**src/rtl/axi_pkg.sv**
```systemverilog
// axi_pkg: shared AXI widths, burst/response codes and slave state encoding
package axi_pkg;
  localparam int ID_W = 4;
  localparam int ADDR_W = 64;
  localparam int DATA_W = 64;
  localparam int STRB_W = 8;
  typedef enum logic [1:0] {FIXED = 2'd0, INCR = 2'd1, WRAP = 2'd2} burst_e;
  typedef enum logic [1:0] {OKAY = 2'd0, EXOKAY = 2'd1, SLVERR = 2'd2, DECERR = 2'd3} resp_e;
  typedef enum logic [2:0] {IDLE, RD_ADDR, RD_DATA, WR_DATA, WR_RESP} state_e;
  function automatic logic [1:0] resp_max(input logic [1:0] a, input logic [1:0] b);
    return a > b ? a : b;
  endfunction
endpackage

```
**src/rtl/axi_sram_slave_if.sv**
```systemverilog
// axi_sram_slave_if: AXI4 read/write channel bundle with master and slave views
interface axi_sram_slave_if;
  import axi_pkg::*;
  logic [ID_W-1:0] arid, awid, wid, rid, bid;
  logic [ADDR_W-1:0] araddr, awaddr;
  logic [7:0] arlen, awlen;
  logic [2:0] arsize, awsize, arprot, awprot;
  logic [1:0] arburst, awburst, arlock, awlock, rresp, bresp;
  logic [3:0] arcache, awcache;
  logic arvalid, arready, awvalid, awready;
  logic rlast, rvalid, rready, wlast, wvalid, wready, bvalid, bready;
  logic [DATA_W-1:0] rdata, wdata;
  logic [STRB_W-1:0] wstrb;
  modport master(
    output arid, araddr, arlen, arsize, arburst, arlock, arcache, arprot, arvalid,
    output awid, awaddr, awlen, awsize, awburst, awlock, awcache, awprot, awvalid,
    output wid, wdata, wstrb, wlast, wvalid, rready, bready,
    input arready, awready, rid, rdata, rresp, rlast, rvalid, wready, bid, bresp, bvalid
  );
  modport slave(
    input arid, araddr, arlen, arsize, arburst, arlock, arcache, arprot, arvalid,
    input awid, awaddr, awlen, awsize, awburst, awlock, awcache, awprot, awvalid,
    input wid, wdata, wstrb, wlast, wvalid, rready, bready,
    output arready, awready, rid, rdata, rresp, rlast, rvalid, wready, bid, bresp, bvalid
  );
endinterface

```
**src/rtl/axi_beat_addr_gen.sv**
```systemverilog
// axi_beat_addr_gen: per-beat legality, SRAM word address and next beat address
module axi_beat_addr_gen import axi_pkg::*; #(
  parameter logic [63:0] BASE_ADDR = 64'h8000_0000,
  parameter int MEM_BYTES = 65536,
  localparam int SRAM_AW = $clog2(MEM_BYTES / 8)
) (
  input  logic [63:0] addr,
  input  logic [2:0] size,
  input  logic [1:0] burst,
  output logic [1:0] resp,
  output logic [SRAM_AW-1:0] word,
  output logic [63:0] addr_nx
);
  logic [63:0] off;
  // decode is pure combinational; decode errors outrank size/burst errors
  always_comb begin
    off = addr - BASE_ADDR;
    resp = (addr < BASE_ADDR || off >= 64'(MEM_BYTES)) ? DECERR : (size > 3'd3 || burst[1]) ? SLVERR : OKAY;
    word = off[3 +: SRAM_AW];
    addr_nx = burst == INCR ? addr + (64'd1 << size) : addr;
  end
endmodule

```
**src/rtl/axi_sram_slave.sv**
```systemverilog
// axi_sram_slave: single-burst AXI4 slave in front of a single-port synchronous SRAM
module axi_sram_slave import axi_pkg::*; #(
  parameter logic [63:0] BASE_ADDR = 64'h8000_0000,
  parameter int MEM_BYTES = 65536,
  localparam int SRAM_AW = $clog2(MEM_BYTES / 8)
) (
  input  logic clock,
  input  logic resetn,
  axi_sram_slave_if.slave axi,
  output logic sram_en,
  output logic [7:0] sram_we,
  output logic [SRAM_AW-1:0] sram_addr,
  output logic [63:0] sram_wdata,
  input  logic [63:0] sram_rdata
);
  state_e state, state_nx;
  logic rd_prio, grant_r, grant_w, last_beat, r_hs, w_hs;
  logic [3:0] id;
  logic [63:0] addr, addr_nx;
  logic [7:0] len, cnt;
  logic [2:0] size;
  logic [1:0] burst, err, beat_resp;
  logic [SRAM_AW-1:0] word;

  axi_beat_addr_gen #(.BASE_ADDR(BASE_ADDR), .MEM_BYTES(MEM_BYTES)) u_gen (
    .addr, .size, .burst, .resp(beat_resp), .word, .addr_nx
  );

  assign grant_r = resetn && state == IDLE && axi.arvalid && (rd_prio || !axi.awvalid);
  assign grant_w = resetn && state == IDLE && axi.awvalid && !grant_r;
  assign last_beat = cnt == len;
  assign r_hs = state == RD_DATA && axi.rready;
  assign w_hs = state == WR_DATA && axi.wvalid;

  // state register
  always_ff @(posedge clock or negedge resetn)
    if (!resetn) state <= IDLE;
    else state <= state_nx;

  // next-state: one burst at a time, beat count rather than wlast ends writes
  always_comb begin
    state_nx = state;
    case (state)
      IDLE:    state_nx = grant_r ? RD_ADDR : grant_w ? WR_DATA : IDLE;
      RD_ADDR: state_nx = RD_DATA;
      RD_DATA: state_nx = !axi.rready ? RD_DATA : last_beat ? IDLE : RD_ADDR;
      WR_DATA: state_nx = (w_hs && last_beat) ? WR_RESP : WR_DATA;
      WR_RESP: state_nx = axi.bready ? IDLE : WR_RESP;
      default: state_nx = IDLE;
    endcase
  end

  // outputs: everything gated by state so reset forces all of them to zero
  always_comb begin
    axi.arready = grant_r;
    axi.awready = grant_w;
    axi.rvalid = state == RD_DATA;
    axi.rid = axi.rvalid ? id : '0;
    axi.rresp = axi.rvalid ? beat_resp : OKAY;
    axi.rdata = (axi.rvalid && beat_resp == OKAY) ? sram_rdata : '0;
    axi.rlast = axi.rvalid && last_beat;
    axi.wready = state == WR_DATA;
    axi.bvalid = state == WR_RESP;
    axi.bid = axi.bvalid ? id : '0;
    axi.bresp = axi.bvalid ? err : OKAY;
    sram_en = beat_resp == OKAY && (state == RD_ADDR || (w_hs && axi.wstrb != '0));
    sram_we = (sram_en && state == WR_DATA) ? axi.wstrb : '0;
    sram_addr = sram_en ? word : '0;
    sram_wdata = sram_we != '0 ? axi.wdata : '0;
  end

  // burst context: latch on address grant, advance per beat, accumulate write errors
  always_ff @(posedge clock or negedge resetn)
    if (!resetn) begin
      rd_prio <= 1'b1;
      id <= '0;
      addr <= '0;
      len <= '0;
      size <= '0;
      burst <= '0;
      cnt <= '0;
      err <= OKAY;
    end else if (grant_r || grant_w) begin
      rd_prio <= grant_w;
      id <= grant_r ? axi.arid : axi.awid;
      addr <= grant_r ? axi.araddr : axi.awaddr;
      len <= grant_r ? axi.arlen : axi.awlen;
      size <= grant_r ? axi.arsize : axi.awsize;
      burst <= grant_r ? axi.arburst : axi.awburst;
      cnt <= '0;
      err <= OKAY;
    end else if (r_hs || w_hs) begin
      if (w_hs) err <= resp_max(err, resp_max(beat_resp, (axi.wlast != last_beat) ? SLVERR : OKAY));
      if (!last_beat) begin
        cnt <= cnt + 8'd1;
        addr <= addr_nx;
      end
    end
endmodule

```
**src/flat_wrapper.sv**
```systemverilog
// flat-port wrapper written by rule: the top's interface ports become plain ports
module axi_sram_slave_flat import axi_pkg::*;
#(
  parameter logic [63:0] BASE_ADDR = 64'h8000_0000,
  parameter int MEM_BYTES = 65536,
  localparam int SRAM_AW = $clog2(MEM_BYTES / 8)
)
  (clock, resetn, sram_en, sram_we, sram_addr, sram_wdata, sram_rdata, axi_arid, axi_araddr, axi_arlen, axi_arsize, axi_arburst, axi_arlock, axi_arcache, axi_arprot, axi_arvalid, axi_awid, axi_awaddr, axi_awlen, axi_awsize, axi_awburst, axi_awlock, axi_awcache, axi_awprot, axi_awvalid, axi_wid, axi_wdata, axi_wstrb, axi_wlast, axi_wvalid, axi_rready, axi_bready, axi_arready, axi_awready, axi_rid, axi_rdata, axi_rresp, axi_rlast, axi_rvalid, axi_wready, axi_bid, axi_bresp, axi_bvalid);
  axi_sram_slave_if axi_i ();
  input  logic clock;
  input  logic resetn;
  output logic sram_en;
  output logic [7:0] sram_we;
  output logic [SRAM_AW-1:0] sram_addr;
  output logic [63:0] sram_wdata;
  input  logic [63:0] sram_rdata;
  input wire logic [$bits(axi_i.arid)-1:0] axi_arid;
  input wire logic [$bits(axi_i.araddr)-1:0] axi_araddr;
  input wire logic [$bits(axi_i.arlen)-1:0] axi_arlen;
  input wire logic [$bits(axi_i.arsize)-1:0] axi_arsize;
  input wire logic [$bits(axi_i.arburst)-1:0] axi_arburst;
  input wire logic [$bits(axi_i.arlock)-1:0] axi_arlock;
  input wire logic [$bits(axi_i.arcache)-1:0] axi_arcache;
  input wire logic [$bits(axi_i.arprot)-1:0] axi_arprot;
  input wire logic [$bits(axi_i.arvalid)-1:0] axi_arvalid;
  input wire logic [$bits(axi_i.awid)-1:0] axi_awid;
  input wire logic [$bits(axi_i.awaddr)-1:0] axi_awaddr;
  input wire logic [$bits(axi_i.awlen)-1:0] axi_awlen;
  input wire logic [$bits(axi_i.awsize)-1:0] axi_awsize;
  input wire logic [$bits(axi_i.awburst)-1:0] axi_awburst;
  input wire logic [$bits(axi_i.awlock)-1:0] axi_awlock;
  input wire logic [$bits(axi_i.awcache)-1:0] axi_awcache;
  input wire logic [$bits(axi_i.awprot)-1:0] axi_awprot;
  input wire logic [$bits(axi_i.awvalid)-1:0] axi_awvalid;
  input wire logic [$bits(axi_i.wid)-1:0] axi_wid;
  input wire logic [$bits(axi_i.wdata)-1:0] axi_wdata;
  input wire logic [$bits(axi_i.wstrb)-1:0] axi_wstrb;
  input wire logic [$bits(axi_i.wlast)-1:0] axi_wlast;
  input wire logic [$bits(axi_i.wvalid)-1:0] axi_wvalid;
  input wire logic [$bits(axi_i.rready)-1:0] axi_rready;
  input wire logic [$bits(axi_i.bready)-1:0] axi_bready;
  output wire logic [$bits(axi_i.arready)-1:0] axi_arready;
  output wire logic [$bits(axi_i.awready)-1:0] axi_awready;
  output wire logic [$bits(axi_i.rid)-1:0] axi_rid;
  output wire logic [$bits(axi_i.rdata)-1:0] axi_rdata;
  output wire logic [$bits(axi_i.rresp)-1:0] axi_rresp;
  output wire logic [$bits(axi_i.rlast)-1:0] axi_rlast;
  output wire logic [$bits(axi_i.rvalid)-1:0] axi_rvalid;
  output wire logic [$bits(axi_i.wready)-1:0] axi_wready;
  output wire logic [$bits(axi_i.bid)-1:0] axi_bid;
  output wire logic [$bits(axi_i.bresp)-1:0] axi_bresp;
  output wire logic [$bits(axi_i.bvalid)-1:0] axi_bvalid;
  assign axi_i.arid = axi_arid;
  assign axi_i.araddr = axi_araddr;
  assign axi_i.arlen = axi_arlen;
  assign axi_i.arsize = axi_arsize;
  assign axi_i.arburst = axi_arburst;
  assign axi_i.arlock = axi_arlock;
  assign axi_i.arcache = axi_arcache;
  assign axi_i.arprot = axi_arprot;
  assign axi_i.arvalid = axi_arvalid;
  assign axi_i.awid = axi_awid;
  assign axi_i.awaddr = axi_awaddr;
  assign axi_i.awlen = axi_awlen;
  assign axi_i.awsize = axi_awsize;
  assign axi_i.awburst = axi_awburst;
  assign axi_i.awlock = axi_awlock;
  assign axi_i.awcache = axi_awcache;
  assign axi_i.awprot = axi_awprot;
  assign axi_i.awvalid = axi_awvalid;
  assign axi_i.wid = axi_wid;
  assign axi_i.wdata = axi_wdata;
  assign axi_i.wstrb = axi_wstrb;
  assign axi_i.wlast = axi_wlast;
  assign axi_i.wvalid = axi_wvalid;
  assign axi_i.rready = axi_rready;
  assign axi_i.bready = axi_bready;
  assign axi_arready = axi_i.arready;
  assign axi_awready = axi_i.awready;
  assign axi_rid = axi_i.rid;
  assign axi_rdata = axi_i.rdata;
  assign axi_rresp = axi_i.rresp;
  assign axi_rlast = axi_i.rlast;
  assign axi_rvalid = axi_i.rvalid;
  assign axi_wready = axi_i.wready;
  assign axi_bid = axi_i.bid;
  assign axi_bresp = axi_i.bresp;
  assign axi_bvalid = axi_i.bvalid;
  axi_sram_slave #(.BASE_ADDR(BASE_ADDR), .MEM_BYTES(MEM_BYTES)) u_core (.clock(clock), .resetn(resetn), .axi(axi_i), .sram_en(sram_en), .sram_we(sram_we), .sram_addr(sram_addr), .sram_wdata(sram_wdata), .sram_rdata(sram_rdata));
endmodule
```
**config.mk**
```make
export PLATFORM = sky130hd
export DESIGN_NAME = axi_sram_slave_flat
export DESIGN_NICKNAME = d
export VERILOG_FILES = /design/src/rtl/axi_pkg.sv /design/src/rtl/axi_sram_slave_if.sv /design/src/rtl/axi_beat_addr_gen.sv /design/src/rtl/axi_sram_slave.sv /design/src/flat_wrapper.sv
export SDC_FILE = /design/constraint.sdc
export NUM_CORES = 1
export LEC_CHECK = 0
export CAP_MARGIN = 10
export CORE_AREA = 2 2 194 196
export DETAILED_ROUTE_END_ITERATION = 8
export DIE_AREA = 0 0 196 198
export PLACE_DENSITY = 0.55
export SLEW_MARGIN = 20
export SYNTH_ARGS = -nofsm -noshare
export SYNTH_HDL_FRONTEND = slang
export SYNTH_SLANG_ARGS = --single-unit
```
**constraint.sdc**
```tcl
create_clock -name clock -period 11.5 [get_ports clock]
set_clock_uncertainty 0.15 [all_clocks]
set_input_delay 2.3 -clock clock [delete_from_list [all_inputs] [get_ports clock]]
set_output_delay 2.3 -clock clock [all_outputs]
set_load 0.01 [all_outputs]
```
==> qor.csv <==
stage,metric,value,unit
clock_tree,cts_buffers,9,
power_and_ir_drop,fin_total_pwr,0.00181,W
drt,vias,10100,
floorplan,initial_core_util,22.9,%
worst_setup_path,crit_type,input port to output pin,
min_path,hold_class,register to register,
worst_setup_path,cp-start-kind,input port,
power_and_ir_drop,powerDensity,131,nW/um^2
worst_setup_path,critical_path.max_fanout,45,
clock_tree,cts_buffer_depth,2,
grt,grt_pass1_wl,68400,um
clock_tree,cts.sinks,95,
grt,antenna_found_initial,15,
grt,grt-ovfl-total,0,
clock_tree,cts_hold_buffers,0,
floorplan,die_x,196,um
placed_design,numPortBuffers,473,
sta,fin_crit,7.52,ns
sta,finalSetupViolations,0,
yosys,yosysWarnings,0,
sta,slew_violations,0,
worst_setup_path,timing.critical_path.mode_cell,buf_4,
worst_setup_path,crit_path_top_delay_cell,nor4b_1,
sta,fmax,133,MHz
placed_design,gp_congestion,0.915,
clock_tree,clock-root-buffer,clkbuf_16,
clock_tree,post_cts_buffers,0,
run_status,status,completed,
layout,layout-drive-gt1-share,4.00,%
worst_setup_path,arrival,5.07,ns
drt,drt_iter0_markers,881,
power_and_ir_drop,leakage,5.27,nW
sta,timing.final.crit_share,65.4,%
clock_tree,clk_latency,0.37,ns
grt,grt_max_degree,77,
sta,hold_violations,0,
sta,fin_setup_tns,0,ns
drt,drcViolationCount,0,
layout,synthToLayoutAreaGrowth,63.6,%
drt,drt_pass1_iterations,5,
layout,final_cell_mix,"clkdlybuf4s50_1, and2_1, dfrtp_1",
clock_tree,cts_tree,yes,
yosys,synth.distinct_cells,78,
yosys,syn_inst,1055,
layout,fillers,3819,
flow_run,max-cap-violations,0,
worst_setup_path,crit_path_end_kind,output pin,
layout,fin_nets,1812,
yosys,ys_seq_area_share,28.1,%
sta,rsz0062_at_grt,no,
placed_design,placed_area,13500,um^2
sta,worst_pin_slew,1.02,ns
power_and_ir_drop,ir_drop,72.7,uV
layout,ff_latch_area,2380,um^2
yosys,syn_nets,1398,
grt,grt_pass1_vias,9698,
floorplan,die_h,198,um
yosys,synth-edff-count,0,
grt,grt_usage,24.4,%
sta,slew_headroom,31.5,%
floorplan,core_area,37000,um^2
worst_setup_path,path_cells,buf_4 > nor4b_1 > nand2_1 > a21oi_4 > buf_4 > clkdlybuf4s50_1,
yosys,avgSynthCellArea,8.02,um^2
drt,routed_via_density,5.19,
layout,final_util,37.5,%
drt,ant_nets,0,
worst_setup_path,slowest_delay,0.85,ns
layout,finish.instance_area,13800,um^2
drt,wl_per_cell,25.2,um
floorplan,num_rows,71,
layout,final_common_cell,clkdlybuf4s50_1,
layout,multiInputGateArea,5580,um^2
yosys,mappedNetlistArea,8460,um^2
sta,final.setup.worst_slack,3.98,ns
floorplan,dieArea,38800,um^2
yosys,synthArstFlopShare,100,%
yosys,ys_seq_elements,95,
clock_tree,cts.clk_slew.worst_paths,0.07,ns
placed_design,place_ws,3.99,ns
yosys,synthFlopType,dfrtp_1,
worst_setup_path,critPathRequiredTime,9.05,ns
floorplan,io_pins,496,
clock_tree,cts_resized,0,
placed_design,dpl.hpwl,39800,um
clock_tree,htree_levels,3,
drt,wl,49200,um
[per-layer routing]
layer	global-route usage, %	part of all wire (%)	up-vias
met4	8.98	3.4	18
met5	0	0.22	-
met3	6.54	8.0	65
met2	42.7	49	428
li1	-	-	4750
met1	28.6	39	4884
[cells in the mapped netlist (7+ instances only)]
cell       count  area share [%]
nand4_1       23             1.7
ha_1          14             2.1
a222oi_1      18             2.1
inv_1         35             1.6
xor2_1         8            0.83
o21a_1         8            0.71
and3_1        25             1.8
a221oi_1       9            0.93
a31oi_1       18             1.3
mux2i_1       14             1.7
and2_1       160              12
buf_6          8             1.1
clkbuf_1      52             2.3
nor3_1        39             2.3
buf_2         13            0.77
dfrtp_1       94              28
a22o_1        28             2.9
nor2_1        75             3.3
nand3_1       38             2.2
and4_1         9            0.93
or3_1         10            0.74
a22oi_1       18             1.6
a211oi_1      20             1.8
nor2b_1        7            0.52
clkbuf_2       7            0.41
nand2_1       57             2.5
xnor2_1       20             2.1
a311oi_1      13             1.3
o21ai_0       45             2.7
nor4_1        14             1.0
a2bb2oi_1     10             1.0
o22ai_1       17             1.3
a21oi_1       36             2.1
[state kept, by name, summed over array words and instances (netlist names)]
register and cells:
u_core.rd_prio 1, u_core.cnt 8, u_core.addr 64, u_core.err 2, u_core.burst 2, u_core.len 8
u_core.size 3, u_core.id 4, u_core.state 3
[power by group]
group | total (W) | switching, W | internal, W
clock | 0.000309 | 0.000157 | 0.000151
combinational | 0.000918 | 0.000497 | 0.000421
sequential | 0.000582 | 0.000150 | 0.000432
total | 0.00181 | 0.000804 | 0.00100
[stage by stage]
step,hold slack (ns),std cells
floorplan,0.305,1055
global placement,0.327,1931
detailed placement,0.327,1931
CTS,0.344,1947
global route,0.381,1950
finish,0.341,1954
[final timing paths]
| kind | end | depth (start not counted) | startpoint | slack (ns) |
|---|---|---|---|---|
| max in group asynchronous | u_core.len[7]$_DFFE_PN0N_ | 2 | resetn | 8.21 |
| min | u_core.id[0]$_DFFE_PN0N_ | 2 | u_core.id[0]$_DFFE_PN0N_ | 0.34 |
| max | axi_arready | 6 | resetn | 3.98 |
| min reg2reg | u_core.id[0]$_DFFE_PN0N_ | 2 | u_core.id[0]$_DFFE_PN0N_ | 0.34 |
| max reg2reg | u_core.err[1]$_DFFE_PN0P_ | 17 | u_core.addr[38]$_DFFE_PN0P_ | 6.03 |
| min in group asynchronous | u_core.addr[30]$_DFFE_PN0P_ | 1 | resetn | 1.80 |
[cell type report]
cell class	count	share of cell area, %
Multi-Input combinational cell	840	40.3
Timing Repair Buffer	488	35.1
Sequential cell	95	17.2
Tap cell	474	4.28
Clock buffer	9	1.63
Inverter	35	0.949
Clock inverter	7	0.443
Antenna cell	6	0.108
[critical path, delay by kind of cell]
kind | cells | cell delay, ns
compound gates | 1 | 0.18
buf+inv | 3 | 1.45
simple gates | 2 | 1.09
[kinds of logic after synthesis]
family | Yosys count | share of synthesized area, %
and+or+nand+nor | 495 | 33.3
AOI/OAI and AO/OA | 287 | 25.1
buffers and inverters | 120 | 6.46
DFF | 95 | 28.1
xor gates and xnor gates | 28 | 2.90
muxes | 15 | 1.79
adders and majority gates | 15 | 2.31
Power figures use the tool's default switching activity.
